==> config.mk <==
export PLATFORM = sky130hd
export DESIGN_NAME = adc_sampler
export DESIGN_NICKNAME = d
export VERILOG_FILES = /design/src/rtl/adc_sampler.sv
export SDC_FILE = /design/constraint.sdc
export NUM_CORES = 1
export LEC_CHECK = 0
export CAP_MARGIN = 0
export CORE_ASPECT_RATIO = 0.7
export CORE_MARGIN = 2
export CORE_UTILIZATION = 44
export CTS_CLUSTER_DIAMETER = 120
export DETAILED_ROUTE_END_ITERATION = 10
export GPL_TIMING_DRIVEN = 0
export PLACE_DENSITY = 0.72
export SKIP_LAST_GASP = 1
export SLEW_MARGIN = 30
export SYNTH_ARGS = -nofsm -noshare
export SYNTH_HDL_FRONTEND = slang
export SYNTH_SLANG_ARGS = --single-unit
==> constraint.sdc <==
create_clock -name clk -period 2.06 [get_ports clk]
set_input_delay 0.618 -clock clk [delete_from_list [all_inputs] [get_ports clk]]
set_output_delay 0.618 -clock clk [all_outputs]
set_load 0.005 [all_outputs]
==> src/rtl/adc_sampler.sv <==
// -----------------------------------------------------------------------------
// adc_sampler
//
// Periodic sampler front-end for a SAR ADC. A small FSM paces conversion
// requests to the SAR. It waits 'div' idle cycles, pulses sar_start and then
// waits for sar_done or a timeout. Captured samples go into a show-ahead FIFO.
//
// Optional feature (macro ADC_SAMPLER_AVG_EN): every four captured samples are
// summed. Only the truncated average (sum >> 2) is pushed into the FIFO. With
// the macro undefined, every captured sample is pushed unmodified and no
// accumulator logic is built.
//
// Parameters:
//   SIZE  - sample width in bits (matches the SAR width)
//   DIV_W - width of the sample-period input 'div'
//   DEPTH - FIFO depth in entries (power of 2, minimum 2)
//
// Ports:
//   clk, rst   - clock; asynchronous active-high reset
//   en         - enables periodic sampling
//   div        - idle cycles between conversions (div=0 gives one WAIT cycle)
//   sar_start  - one-cycle conversion request to the SAR
//   sar_done   - SAR conversion-complete pulse (ignored outside CONV)
//   sar_data   - SAR result, valid while sar_done=1
//   rd_en      - FIFO pop request (ignored while empty)
//   rd_data    - FIFO head entry, show-ahead; 0 while empty
//   empty/full - FIFO status
//   level      - FIFO occupancy
//   ovf        - sticky: a sample was dropped because the FIFO was full
//   tmo        - sticky: a conversion timed out
//   clr        - synchronous clear of ovf and tmo (a coincident set wins)
// -----------------------------------------------------------------------------
module adc_sampler #(
    parameter int unsigned SIZE  = 8,
    parameter int unsigned DIV_W = 16,
    parameter int unsigned DEPTH = 4
) (
    input  logic                   clk,
    input  logic                   rst,
    input  logic                   en,
    input  logic [DIV_W-1:0]       div,
    output logic                   sar_start,
    input  logic                   sar_done,
    input  logic [SIZE-1:0]        sar_data,
    input  logic                   rd_en,
    output logic [SIZE-1:0]        rd_data,
    output logic                   empty,
    output logic                   full,
    output logic [$clog2(DEPTH):0] level,
    output logic                   ovf,
    output logic                   tmo,
    input  logic                   clr
);

    localparam int unsigned AW      = $clog2(DEPTH);
    localparam int unsigned LW      = AW + 1;
    localparam int unsigned TMO_CYC = SIZE + 8;
    localparam int unsigned TW      = $clog2(TMO_CYC);
    localparam logic [TW-1:0] TMO_LAST = TW'(TMO_CYC - 1);
    localparam logic [LW-1:0] LVL_FULL = LW'(DEPTH);

    typedef enum logic [1:0] {
        StIdle,
        StWait,
        StStart,
        StConv
    } state_e;

    // -------------------------------------------------------------------------
    // Sequencer state
    // -------------------------------------------------------------------------
    state_e           state;
    logic [DIV_W-1:0] cnt;       // WAIT down-counter
    logic [TW-1:0]    conv_cnt;  // cycles spent in CONV without sar_done
    logic             start_q;
    logic             push_q;    // sample_q is pushed the cycle after capture
    logic [SIZE-1:0]  sample_q;
    logic             tmo_q;
    logic             conv_end;

    assign conv_end = sar_done || (conv_cnt == TMO_LAST);

    // The pulse is registered on entry to START. It is also gated by en, so
    // dropping en during START issues no request; the FSM then returns to IDLE.
    assign sar_start = start_q & en;
    assign tmo       = tmo_q;

`ifdef ADC_SAMPLER_AVG_EN
    logic [SIZE+1:0] acc;
    logic [1:0]      phase;
    logic [SIZE+1:0] avg_sum;
    logic            to_idle;

    assign avg_sum = acc + {2'b00, sar_data};
    assign to_idle = !en && ((state == StWait) || (state == StStart) ||
                             ((state == StConv) && conv_end));
`endif

    always_ff @(posedge clk or posedge rst) begin
        if (rst) begin
            state    <= StIdle;
            cnt      <= '0;
            conv_cnt <= '0;
            start_q  <= 1'b0;
            push_q   <= 1'b0;
            sample_q <= '0;
            tmo_q    <= 1'b0;
`ifdef ADC_SAMPLER_AVG_EN
            acc      <= '0;
            phase    <= '0;
`endif
        end else begin
            start_q <= 1'b0;
            push_q  <= 1'b0;
            // A timeout later in this block overrides the clear.
            if (clr) begin
                tmo_q <= 1'b0;
            end

            unique case (state)
                StIdle: begin
                    if (en) begin
                        state <= StWait;
                        cnt   <= div;
                    end
                end

                StWait: begin
                    if (!en) begin
                        state <= StIdle;
                    end else if (cnt == '0) begin
                        state   <= StStart;
                        start_q <= 1'b1;
                    end else begin
                        cnt <= cnt - 1'b1;
                    end
                end

                StStart: begin
                    if (en) begin
                        state    <= StConv;
                        conv_cnt <= '0;
                    end else begin
                        state <= StIdle;
                    end
                end

                StConv: begin
                    if (conv_end) begin
                        if (sar_done) begin
`ifdef ADC_SAMPLER_AVG_EN
                            if (phase == 2'd3) begin
                                sample_q <= avg_sum[SIZE+1:2];
                                push_q   <= 1'b1;
                                acc      <= '0;
                                phase    <= '0;
                            end else begin
                                acc   <= avg_sum;
                                phase <= phase + 2'd1;
                            end
`else
                            sample_q <= sar_data;
                            push_q   <= 1'b1;
`endif
                        end else begin
                            // Timeout: flag it, store nothing, phase untouched.
                            tmo_q <= 1'b1;
                        end
                        state <= en ? StWait : StIdle;
                        cnt   <= div;
                    end else begin
                        conv_cnt <= conv_cnt + 1'b1;
                    end
                end

                default: begin
                    state <= StIdle;
                end
            endcase

`ifdef ADC_SAMPLER_AVG_EN
            // A partial average never survives a trip through IDLE.
            if (to_idle) begin
                acc   <= '0;
                phase <= '0;
            end
`endif
        end
    end

    // -------------------------------------------------------------------------
    // Show-ahead FIFO
    // -------------------------------------------------------------------------
    logic [SIZE-1:0] mem [DEPTH];
    logic [AW-1:0]   wr_ptr;
    logic [AW-1:0]   rd_ptr;
    logic [LW-1:0]   count;
    logic            ovf_q;
    logic            do_pop;
    logic            do_push;
    logic            ovf_set;

    assign empty  = (count == '0);
    assign full   = (count == LVL_FULL);
    assign level  = count;
    assign ovf    = ovf_q;

    assign do_pop  = rd_en & ~empty;
    // A pop in the same cycle frees the slot, so a push at full still lands.
    assign do_push = push_q & (~full | do_pop);
    assign ovf_set = push_q & full & ~do_pop;

    assign rd_data = empty ? '0 : mem[rd_ptr];

    always_ff @(posedge clk) begin
        if (do_push) begin
            mem[wr_ptr] <= sample_q;
        end
    end

    // Pointers are AW bits wide, so they wrap modulo DEPTH on their own.
    always_ff @(posedge clk or posedge rst) begin
        if (rst) begin
            wr_ptr <= '0;
            rd_ptr <= '0;
            count  <= '0;
            ovf_q  <= 1'b0;
        end else begin
            if (do_push) begin
                wr_ptr <= wr_ptr + 1'b1;
            end
            if (do_pop) begin
                rd_ptr <= rd_ptr + 1'b1;
            end
            if (do_push && !do_pop) begin
                count <= count + 1'b1;
            end else if (!do_push && do_pop) begin
                count <= count - 1'b1;
            end
            if (clr) begin
                ovf_q <= 1'b0;
            end
            if (ovf_set) begin
                ovf_q <= 1'b1;
            end
        end
    end

endmodule

==> reports/qor.txt <==
Status = finished with violations
Failing checks = negative setup slack
Clock Pin Slew Worst Setup and Hold Paths = 60 ps
Fillers = 602
RSZ-0062 raised after global routing = yes
Clock Tree Buf Depth = 2
Fmax = 425.2 MHz
Gpl congestion = 0.9127
Setup_tns = -2493 ps
Vias in the first global route = 2,752
Crit-path max FO = 3
Hold path cells = 0
Ys async rst share = 56.16%
1st-iter DRT viols = 263
Die area = 8983 um^2
Clk_skew = 2.959 ps
Layout cell share with drive strength beyond 1 = 32.60%
Chip width = 112.4 um
Most common cell after layout, fill and taps aside = dfrtp_1
CP Data Arrival Time = 1730 ps
Final Hold Violating Endpoints = 0
Pin count of the biggest net entering global routing = 23
Max Cap Viol = 0
Gr usage total = 19.67%
Post-Syn Area = 3621 um^2
Worst-Margin Slew = 557.4 ps
Post-synthesis compound-gate area fraction = 13.10%
WL final = 8.931 mm
Synth top area cells = dfrtp_1 (28%), edfxtp_1 (27%), mux4_2 (5.0%)
Gate Count Post-Synth = 311
Vias = 2,927
Dpl cells = 458
Max IR drop VDD = 915.5 uV
Yosys reg bits = 73
DR pass1 iterations = 5
CP Depth = 5
H-tree depth = 3
Yosys top cell by area = dfrtp_1
Height of the die = 79.90 um
Initial antenna violation count = 0
Tmin final = 2352 ps
Main synth FF type = dfrtp_1
CTS root buffer = clkbuf_16
Post-Layout Cell Count = 509
Final ANT Viol Nets = 0
N_diodes = 0
Hold WC Path Type = register to register
DP Worst Slack = -678.8 ps
Count of cell types in the netlist = 54
Port Buffer Count = 45
Power Dens Cells = 1505 nW/um^2
LEAKAGE = 2.077 nW
Buf+Inv Stages, Crit Path = 3
Post-synthesis simple-gate area fraction = 14.31%
First-pass GRT wire length = 13.60 mm
# IOs = 46
Register Area = 1991 um^2
Worst-Skew Late Latency = 340 ps
CP endpoint kind = output pin
Site Rows = 27
Mapped Nets = 355
Seq/Total Area, Yosys = 54.87%
WS Path Type = register to output pin
Final period util = 114.2%
Area delta synth->final = 42.05%
Final Power = 7.740 mW
Worst-path cell chain = clkbuf_8 -> buf_6 -> mux4_2 -> and2_4 -> buf_2
CP Data Required Time = 1440 ps
Post-synth top area share = 28.33%
CTS tree = done
Fin nets = 447
Yosys warning total = 0
Reg2Reg Depth = 6
Setup slack after layout = -291.9 ps
WL per Instance = 17.55 um
Syn avg cell area = 11.64 um^2
DRC = 0
Post-synth EDFFs = 32
Final setup viols = 29
Total grt overflow = 0
Slowest stage delay, CP = 480 ps
Post-Synth XOR/XNOR Area = 1.451%
Multi-input gate area = 1729 um^2
Adder-Cell Fraction of Synth Area = 5.045%
Commonest non-fill, non-tap cells in the layout = dfrtp_1 (38), edfxtp_1 (32), clkdlybuf4s50_1 (30)
Largest delay contributor family on the critical path = multiplexers
Fin. max-slew vios = 0
CTS sink cnt = 73
Startpoint Class = register
Mux contribution to synthesized area = 8.051%
Total CTS buffers = 9
Initial Util = 45.61%
Slowest cell on the critical path = mux4_2
Hold Slack = 519.2 ps
Core area = 7939 um^2
Largest family of logic cells by synthesized area = simple AND/OR/NAND/NOR gates
Dpl hpwl = 5.410 mm
Vias/cell = 5.750
Max_slew headroom = 62.68%
[cells in the mapped netlist, types with 3 or more instances]
cell	instances
edfxtp_1	32
mux4_2	8
nor4_1	5
ha_1	13
inv_1	15
nor2b_1	4
nor2_1	16
a31oi_1	5
xnor2_1	4
nand2b_1	6
mux2_2	9
nand4_1	4
dfrtp_1	41
nand3_1	7
o21ai_0	32
a21oi_1	12
nand2_1	22
and2_1	14
and3_1	3
clkbuf_1	9
a22oi_1	3
nor3_1	6
[power breakdown]
part           total [mW]  internal [mW]  switching (mW)
registers            2.49           1.99           0.496
clock network        1.68           1.06           0.615
logic                3.57           1.96            1.61
total                7.74           5.02            2.72
[registers in the layout, summed over array words and instances (netlist names)]
name and count:
mem 32, cnt 16, sample_q 8, conv_cnt 4
level 3, rd_ptr 2, state 2, wr_ptr 2
ovf 1, push_q 1, start_q 1, tmo 1
[worst reg2reg max path, delay by kind of cell, from the launching register on]
family	cells	cell delay, ps
buffers and inverters	1	100
AO/OA/AOI/OAI	1	180
adder cells (fa/ha/maj)	1	150
AND/OR/NAND/NOR	3	1360
flip-flops	1	390
[area by class of cell]
type,count,area share [%]
Inverter,15,1.095
Timing Repair Buffer,84,16.08
Buffer,10,1.849
Sequential cell,73,38.70
Clock inverter,6,1.751
Multi-Input combinational cell,210,33.62
Clock buffer,10,4.451
Tap cell,101,2.457
[logic make-up (layout without fill, tap and decap cells)]
| logic type | Yosys count | count (layout) |
|---|---|---|
| simple gates | 96 | 96 |
| compound gates | 76 | 76 |
| flops | 73 | 73 |
| buf+inv | 28 | 125 |
| mux | 18 | 18 |
| fa+ha+maj | 14 | 14 |
| xor+xnor | 6 | 6 |
[through the flow]
step | util, % | instance area (um^2)
6_report | 64.79 | 5144
5_1_grt | 64.79 | 5144
4_1_cts | 61.59 | 4890
3_5_place_dp | 53.38 | 4238
3_3_place_gp | 53.03 | 4210
2_1_floorplan | - | 3633
[routing by layer]
layer / GRT usage (%) / share of wire (%)
met5: 0 / 0
met4: 6.585 / 2.2
met3: 7.365 / 7.7
met2: 31.02 / 46
met1: 25.25 / 44
[path summary, 6_finish.rpt]
path,startpoint,end,slack [ps]
min reg2reg,sample_q[7]$_DFFE_PP0P_,mem[2][7]$_DFFE_PP_,520
max in group asynchronous,rst,state[0]$_DFFE_PP0P_,910
max reg2reg,cnt[1]$_DFFE_PP0P_,cnt[12]$_DFFE_PP0P_,-200
min,sample_q[7]$_DFFE_PP0P_,mem[2][7]$_DFFE_PP_,520
max,rd_ptr[0]$_DFFE_PP0N_,rd_data[5],-290
min in group asynchronous,rst,sample_q[3]$_DFFE_PP0P_,650
[timing repair]
action | in CTS | in global routing
pin swaps | 16 | 13
cloned | 1 | 3
buffers inserted | 23 | 13
hold buffers | 0 | 0
resized for setup | 86 | 51
endpoints found under the setup margin | 31 | 54
No activity file was read; power rests on OpenSTA's default activity.
